$ cat src/rtl/alu_issue_stage_pkg.sv
// Shared decode constants and ID/EX bundle for the ALU issue stage.
// The opcode and aluSel codes here are the same ones the ALU uses.
package alu_issue_stage_pkg;

    localparam int XLEN = 32;
    localparam logic [31:0] NOP_INST = 32'h0000_0013;

    localparam logic [6:0] OP_R      = 7'b0110011;
    localparam logic [6:0] OP_I      = 7'b0010011;
    localparam logic [6:0] OP_LOAD   = 7'b0000011;
    localparam logic [6:0] OP_STORE  = 7'b0100011;
    localparam logic [6:0] OP_BRANCH = 7'b1100011;
    localparam logic [6:0] OP_JAL    = 7'b1101111;
    localparam logic [6:0] OP_JALR   = 7'b1100111;
    localparam logic [6:0] OP_LUI    = 7'b0110111;
    localparam logic [6:0] OP_AUIPC  = 7'b0010111;

    localparam logic [3:0] ALU_ADD  = 4'b0000;
    localparam logic [3:0] ALU_SUB  = 4'b0001;
    localparam logic [3:0] ALU_BR   = 4'b0010;
    localparam logic [3:0] ALU_JMP  = 4'b0011;
    localparam logic [3:0] ALU_OR   = 4'b0100;
    localparam logic [3:0] ALU_AND  = 4'b0101;
    localparam logic [3:0] ALU_LUI  = 4'b0110;
    localparam logic [3:0] ALU_XOR  = 4'b0111;
    localparam logic [3:0] ALU_SRL  = 4'b1000;
    localparam logic [3:0] ALU_SLL  = 4'b1001;
    localparam logic [3:0] ALU_SRA  = 4'b1010;
    localparam logic [3:0] ALU_SLT  = 4'b1101;
    localparam logic [3:0] ALU_SLTU = 4'b1111;

    typedef struct packed {
        logic            valid;
        logic [XLEN-1:0] in1;
        logic [XLEN-1:0] in2;
        logic [XLEN-1:0] rs2_val;
        logic [3:0]      alu_sel;
        logic [2:0]      func3;
        logic [4:0]      rd;
        logic            regwrite;
        logic            memread;
        logic            memwrite;
    } id_ex_t;

    // SUB only exists for register-register; SRA/SRL share funct7[5]
    // in both R and I forms.
    function automatic logic [3:0] alu_op(
        input logic [2:0] f3,
        input logic       alt,
        input logic       is_r
    );
        logic [3:0] sel;
        sel = ALU_ADD;
        case (f3)
            3'b000:  sel = (is_r && alt) ? ALU_SUB : ALU_ADD;
            3'b001:  sel = ALU_SLL;
            3'b010:  sel = ALU_SLT;
            3'b011:  sel = ALU_SLTU;
            3'b100:  sel = ALU_XOR;
            3'b101:  sel = alt ? ALU_SRA : ALU_SRL;
            3'b110:  sel = ALU_OR;
            default: sel = ALU_AND;
        endcase
        return sel;
    endfunction

endpackage

$ cat src/rtl/alu_issue_stage_imm_gen.sv
// Immediate extraction for the issue stage (I/S/U/J formats).
// Ports: inst in; imm_i, imm_s, imm_u, imm_j sign-extended/shifted out.
module alu_issue_stage_imm_gen
    import alu_issue_stage_pkg::*;
(
    input  logic [31:0]     inst,
    output logic [XLEN-1:0] imm_i,
    output logic [XLEN-1:0] imm_s,
    output logic [XLEN-1:0] imm_u,
    output logic [XLEN-1:0] imm_j
);

    assign imm_i = {{20{inst[31]}}, inst[31:20]};
    assign imm_s = {{20{inst[31]}}, inst[31:25], inst[11:7]};
    assign imm_u = {inst[31:12], 12'b0};
    assign imm_j = {{12{inst[31]}}, inst[19:12], inst[20],
                    inst[30:21], 1'b0};

endmodule

$ cat src/rtl/alu_issue_stage.sv
// ID/EX issue stage: decode, operand forwarding, load-use stall, ID/EX reg.
// Ports: id_* decode slot, rs*_data regfile, fwd_a/b bypass, flush; ex_* ALU bundle, id_stall.
module alu_issue_stage
    import alu_issue_stage_pkg::*;
(
    input  logic            clk,
    input  logic            rst,
    input  logic            id_valid,
    input  logic [31:0]     id_inst,
    input  logic [31:0]     id_pc,
    input  logic [XLEN-1:0] rs1_data,
    input  logic [XLEN-1:0] rs2_data,
    input  logic            fwd_a_we,
    input  logic [4:0]      fwd_a_rd,
    input  logic [XLEN-1:0] fwd_a_data,
    input  logic            fwd_b_we,
    input  logic [4:0]      fwd_b_rd,
    input  logic [XLEN-1:0] fwd_b_data,
    input  logic            flush,
    output logic            id_stall,
    output logic            ex_valid,
    output logic [XLEN-1:0] ex_in1,
    output logic [XLEN-1:0] ex_in2,
    output logic [XLEN-1:0] ex_rs2_val,
    output logic [3:0]      ex_aluSel,
    output logic [2:0]      ex_func3,
    output logic [4:0]      ex_rd,
    output logic            ex_regwrite,
    output logic            ex_memread,
    output logic            ex_memwrite
);

    localparam logic [0:0] RUN   = 1'b0;
    localparam logic [0:0] STALL = 1'b1;

    logic [0:0] state;
    id_ex_t     ex_q;
    id_ex_t     dec;
    id_ex_t     nxt;

    logic [6:0] opcode;
    logic [4:0] rs1;
    logic [4:0] rs2;
    logic [4:0] rd;
    logic [2:0] f3;
    logic       alt;

    assign opcode = id_inst[6:0];
    assign rd     = id_inst[11:7];
    assign f3     = id_inst[14:12];
    assign rs1    = id_inst[19:15];
    assign rs2    = id_inst[24:20];
    assign alt    = id_inst[30];

    logic [XLEN-1:0] imm_i;
    logic [XLEN-1:0] imm_s;
    logic [XLEN-1:0] imm_u;
    logic [XLEN-1:0] imm_j;

    alu_issue_stage_imm_gen u_imm (
        .inst  (id_inst),
        .imm_i (imm_i),
        .imm_s (imm_s),
        .imm_u (imm_u),
        .imm_j (imm_j)
    );

    // Source A is the younger result, so it wins over B.
    logic [XLEN-1:0] op_a;
    logic [XLEN-1:0] op_b;

    always_comb begin
        op_a = rs1_data;
        if (rs1 == 5'd0)
            op_a = '0;
        else if (fwd_a_we && fwd_a_rd == rs1)
            op_a = fwd_a_data;
        else if (fwd_b_we && fwd_b_rd == rs1)
            op_a = fwd_b_data;
    end

    always_comb begin
        op_b = rs2_data;
        if (rs2 == 5'd0)
            op_b = '0;
        else if (fwd_a_we && fwd_a_rd == rs2)
            op_b = fwd_a_data;
        else if (fwd_b_we && fwd_b_rd == rs2)
            op_b = fwd_b_data;
    end

    logic is_r;
    logic is_i;
    logic is_ld;
    logic is_st;
    logic is_br;
    logic is_jal;
    logic is_jalr;
    logic is_lui;
    logic is_auipc;

    assign is_r     = opcode == OP_R;
    assign is_i     = opcode == OP_I;
    assign is_ld    = opcode == OP_LOAD;
    assign is_st    = opcode == OP_STORE;
    assign is_br    = opcode == OP_BRANCH;
    assign is_jal   = opcode == OP_JAL;
    assign is_jalr  = opcode == OP_JALR;
    assign is_lui   = opcode == OP_LUI;
    assign is_auipc = opcode == OP_AUIPC;

    logic known;
    logic use_rs1;
    logic use_rs2;
    logic wr_op;

    always_comb begin
        dec         = '0;
        dec.in1     = op_a;
        dec.in2     = op_b;
        dec.rs2_val = op_b;
        dec.func3   = f3;
        dec.alu_sel = ALU_ADD;
        known       = 1'b0;
        use_rs1     = 1'b0;
        use_rs2     = 1'b0;
        wr_op       = 1'b0;
        unique case (1'b1)
            is_r: begin
                known       = 1'b1;
                use_rs1     = 1'b1;
                use_rs2     = 1'b1;
                wr_op       = 1'b1;
                dec.alu_sel = alu_op(f3, alt, 1'b1);
            end
            is_i: begin
                known       = 1'b1;
                use_rs1     = 1'b1;
                wr_op       = 1'b1;
                dec.alu_sel = alu_op(f3, alt, 1'b0);
                // shift amount only; drop funct7 from the immediate
                dec.in2 = (f3 == 3'b001 || f3 == 3'b101)
                        ? {27'b0, rs2} : imm_i;
            end
            is_ld: begin
                known       = 1'b1;
                use_rs1     = 1'b1;
                wr_op       = 1'b1;
                dec.memread = 1'b1;
                dec.in2     = imm_i;
            end
            is_st: begin
                known        = 1'b1;
                use_rs1      = 1'b1;
                use_rs2      = 1'b1;
                dec.memwrite = 1'b1;
                dec.in2      = imm_s;
            end
            is_br: begin
                known       = 1'b1;
                use_rs1     = 1'b1;
                use_rs2     = 1'b1;
                dec.alu_sel = ALU_BR;
            end
            is_jal: begin
                known       = 1'b1;
                wr_op       = 1'b1;
                dec.alu_sel = ALU_JMP;
                dec.in1     = id_pc;
                dec.in2     = imm_j;
            end
            is_jalr: begin
                known       = 1'b1;
                use_rs1     = 1'b1;
                wr_op       = 1'b1;
                dec.alu_sel = ALU_JMP;
                dec.in2     = imm_i;
            end
            is_lui: begin
                known       = 1'b1;
                wr_op       = 1'b1;
                dec.alu_sel = ALU_LUI;
                // ALU appends the low 12 zeros itself
                dec.in2     = {12'b0, id_inst[31:12]};
            end
            is_auipc: begin
                known   = 1'b1;
                wr_op   = 1'b1;
                dec.in1 = id_pc;
                dec.in2 = imm_u;
            end
            default: ;
        endcase
        dec.regwrite = wr_op && (rd != 5'd0);
        dec.rd       = dec.regwrite ? rd : 5'd0;
    end

    logic load_use;
    logic stall_c;
    logic issue;

    assign load_use = ex_q.valid && ex_q.memread && ex_q.rd != 5'd0
                   && ((use_rs1 && rs1 == ex_q.rd)
                    || (use_rs2 && rs2 == ex_q.rd));

    assign stall_c  = state == RUN && id_valid && load_use;
    assign id_stall = rst && !flush && stall_c;

    assign issue = id_valid && known && id_inst != NOP_INST
                && !stall_c && !flush;

    always_comb begin
        nxt       = dec;
        nxt.valid = issue;
        if (!issue) begin
            nxt.regwrite = 1'b0;
            nxt.memread  = 1'b0;
            nxt.memwrite = 1'b0;
        end
    end

    always_ff @(posedge clk) begin
        if (!rst) begin
            state <= RUN;
            ex_q  <= '0;
        end else begin
            state <= (stall_c && !flush) ? STALL : RUN;
            ex_q  <= nxt;
        end
    end

    assign ex_valid    = ex_q.valid;
    assign ex_in1      = ex_q.in1;
    assign ex_in2      = ex_q.in2;
    assign ex_rs2_val  = ex_q.rs2_val;
    assign ex_aluSel   = ex_q.alu_sel;
    assign ex_func3    = ex_q.func3;
    assign ex_rd       = ex_q.rd;
    assign ex_regwrite = ex_q.regwrite;
    assign ex_memread  = ex_q.memread;
    assign ex_memwrite = ex_q.memwrite;

endmodule

$ cat config.mk
export PLATFORM = sky130hd
export DESIGN_NAME = alu_issue_stage
export DESIGN_NICKNAME = d
export VERILOG_FILES = /design/src/rtl/alu_issue_stage_pkg.sv /design/src/rtl/alu_issue_stage_imm_gen.sv /design/src/rtl/alu_issue_stage.sv
export SDC_FILE = /design/constraint.sdc
export NUM_CORES = 1
export LEC_CHECK = 0
export ABC_AREA = 1
export CAP_MARGIN = 40
export CELL_PAD_IN_SITES_DETAIL_PLACEMENT = 1
export CELL_PAD_IN_SITES_GLOBAL_PLACEMENT = 1
export CORE_UTILIZATION = 30
export CTS_CLUSTER_DIAMETER = 100
export DETAILED_ROUTE_END_ITERATION = 6
export PLACE_DENSITY = 0.84
export SETUP_SLACK_MARGIN = 0.1
export SLEW_MARGIN = 20
export SYNTH_ARGS = -nofsm -noshare
export SYNTH_HDL_FRONTEND = slang
export SYNTH_HIERARCHICAL = 1
export SYNTH_SLANG_ARGS = --single-unit
$ cat constraint.sdc
create_clock -name clk -period 1.68 [get_ports clk]
set_clock_uncertainty 0.15 [all_clocks]
set_input_delay 0.168 -clock clk [delete_from_list [all_inputs] [get_ports clk]]
set_output_delay 0.168 -clock clk [all_outputs]
set_load 0.05 [all_outputs]
==> key figures <==
Status
  – Status: complete, but fails checks
  – Failing checks: setup timing

CTS
  – H-Tree Depth: 4
  – CTS tree: yes
  – Num CTS Buffers: 17
  – Clk sinks: 113
  – Clk root buf: clkbuf_16
  – Clock-pin slew on the worst setup and hold paths: 0.06 ns
  – Skew-Pair Late Insertion Delay: 0.42 ns
  – Clock Tree Buf Depth: 2

Logic synthesis
  – YS warnings: 6
  – Top cells by area, synth: dfxtp_1, nand2_1, nand3_1
  – Area leader, netlist: dfxtp_1
  – Async S/R FF share, synth: 0
  – Most common cell in the netlist: nand2_1
  – Post-synth top area share: 0.269
  – Avg Synthesized Cell Area: 5.86 um2
  – Flip-flop and latch count after synthesis: 113
  – Sequential fraction of the synthesis area: 0.269
  – Yosys cell types: 29
  – Synthesized area: 8410 um2
  – Cell count after synthesis: 1,435
  – Main synth FF type: dfxtp_1
  – EDFF count, synth: 0
  – Post-synth top cells: nand2_1, nor2_1, nand3_1

Layout
  – Share of cells above drive strength 1: 0.253
  – Filler cell count: 3,537
  – Layout Area Growth over Synthesis: 58.0%
  – Final #Nets: 1,956
  – Post-route cell area: 13,300 um2

Power and ir drop
  – P_int: 6.62 mW
  – Clock power frac: 0.412
  – Psw: 3.34 mW
  – Switching share of power: 0.335
  – Comb pwr share: 0.294
  – Worst ir drop on vdd: 697 uV
  – Pleak: 6.47 nW
  – Cell Pwr Density: 750 nW/um2
  – Flop pwr share: 0.294

Timing
  – Fin crit share: 1.24
  – Final Max Tran Viols: 0
  – Tmin final: 2.08 ns
  – Worst setup margin: -0.403 ns
  – Final number of setup-violating endpoints: 1
  – RSZ-0062 raised after global routing: yes
  – Peak Freq: 0.480 GHz
  – Final hold vios: 0
  – Worst hold margin: 0.151 ns

GRT
  – GRT overflow: 0
  – Total GRT Usage: 0.299
  – First-pass GRT wire length: 65,400 um
  – Antenna violations before repair: 5
  – Largest net degree at the start of global routing: 44
  – Number of global-route vias before repair: 11,200

Detailed routing
  – DRT Pass-1 Iters: 5
  – Post-route DRC: 0
  – DRT Wirelength: 44,100 um
  – Avg WL per Cell: 20.6 um
  – Vias/cell: 5.12
  – Final ANT Viol Nets: 0
  – Via Count: 11,000
  – Initial DRC Count: 922

Placement
  – Placed Instance Area: 11,900 um2
  – Final HPWL DP: 31,900 um
  – Final GP Congestion: 0.900
  – PortBufs: 320
  – Dpl ws: -0.810 ns

Min path
  – WHS Path Cells: 5
  – Hold WC Path Type: input pin to register
  – Min-delay src: id_inst[12]
  – Hold EP: ex_func3[0]

Setup path
  – Kind of critical path: register to primary output
  – CP Capture Type: primary output
  – Reg2reg path depth: 10
  – Reg2reg end: state
  – FF-to-FF Start: ex_rd[3]
  – Worst Path Max Fanout: 5
  – Reg2Reg Setup Slack: 0.03 ns
  – WP data required: 1.36 ns
  – Kind of start point of the critical path: register
  – CP arrival: 1.76 ns

Floorplanning
  – Die outline height: 169 um
  – Rows: 60
  – Area of the die: 28,700 um2
  – Core ar.: 27,300 um2
  – Top Ports: 321
  – Initial core utilization: 0.308
  – Chip Width: 169 um

Job
  – # Max-Cap Violations: 0
[critical path, cell delays in order, from the launching register on]
cell	delay (ns)
dfxtp_4	0.38
inv_1	0.08
nand2_1	0.10
nand4_1	0.10
nor2_1	0.13
nand2_1	0.06
nand2_1	0.08
nand2_2	0.09
nor3_4	0.16
buf_12	0.16
[kinds of logic (layout without fill, tap and decap cells)]
kind of cell              after synthesis  in the layout  synth area share
DFF                                   113            113             0.269
buffers and inverters                 279            592             0.191
and+or+nand+nor                       944            944             0.477
xor gates and xnor gates                4              4           0.00417
other                                   1             20          0.000446
AOI/OAI and AO/OA                      94             94            0.0588
[layer usage]
layer  vias up  track usage  share of wire
met5         -            0              0
met4         0        0.163          0.048
met3       117       0.0464          0.059
met2       473        0.520           0.49
met1      5253        0.353           0.40
li1       5108            -              -
[placed cells by master (no fill, tap or decap), types with 3 or more instances in the layout]
master	count
a21boi_0	3
a21oi_1	60
a21oi_2	8
a21oi_4	4
buf_12	23
buf_16	5
buf_2	8
buf_4	234
buf_6	18
bufbuf_16	3
bufinv_16	4
clkbuf_16	18
clkbuf_2	11
clkdlybuf4s50_1	176
conb_1	13
dfxtp_1	108
dfxtp_4	5
diode_2	7
dlygate4sd2_1	8
inv_1	55
inv_2	13
inv_4	3
nand2_1	357
nand2_2	25
nand2_4	10
nand3_1	226
nand3_2	10
nand3_4	4
nand4_1	36
nor2_1	244
nor2_2	17
nor2_4	8
nor3_1	4
o21ai_0	12
[repair_timing]
action	CTS	global route
gates resized for setup	135	71
hold buffers	0	0
setup endpoints to repair	107	91
cloned	8	0
buffers inserted	25	2
pin swaps	21	22
[flip-flops by register name, summed over array words and instances (netlist names)]
signal	flops
ex_aluSel	4
ex_func3	3
ex_in1	32
ex_in2	32
ex_memread	1
ex_memwrite	1
ex_rd	5
ex_regwrite	1
ex_rs2_val	32
ex_valid	1
state	1
[stage by stage]
step / instances / setup TNS, ns / util / total power [mW]
after floorplan: 1447 / -0.0542 / - / 4.48
after global placement: 2066 / -67.58 / 0.436 / 5.71
final: 2139 / -0.403 / 0.487 / 9.96
after global routing: 2137 / -0.658 / 0.487 / 10.3
after detailed placement: 2066 / -72.02 / 0.436 / 5.75
after CTS: 2130 / -0.393 / 0.484 / 9.95
[final cells by class]
cell class,instances,area [um2],share of cell area
diodes,7,17.5,0.00132
flip-flops and latches,113,2280,0.172
inverters,70,268,0.0202
multi-input cells,1055,4960,0.374
well taps,372,465,0.0350
repair buffers,491,4640,0.350
clock buffers,19,464,0.0350
clock inverters,12,178,0.0134
[worst max path at each step]
stage / startpoint / to / slack (ns) / cells after the start
final: ex_rd[3] / id_stall / -0.40 / 9
after global routing: ex_rd[1] / id_stall / -0.49 / 11
after CTS: ex_rd[1] / id_stall / -0.39 / 11
after detailed placement: id_inst[23] / ex_in2[0] / -0.81 / 9
after global placement: id_inst[21] / ex_in2[0] / -0.77 / 9
after floorplan: ex_rd[1] / id_stall / -0.05 / 10
[power groups by stage]
stage / clock network [mW] / registers (mW) / logic [mW]
finish: 4.10 / 2.93 / 2.93
global route: 4.24 / 2.94 / 3.08
CTS: 4.14 / 2.93 / 2.88
detailed placement: 0 / 2.99 / 2.76
global placement: 0 / 2.99 / 2.73
floorplan: 0 / 3.60 / 0.882
No activity file was read; power rests on OpenSTA's default activity.
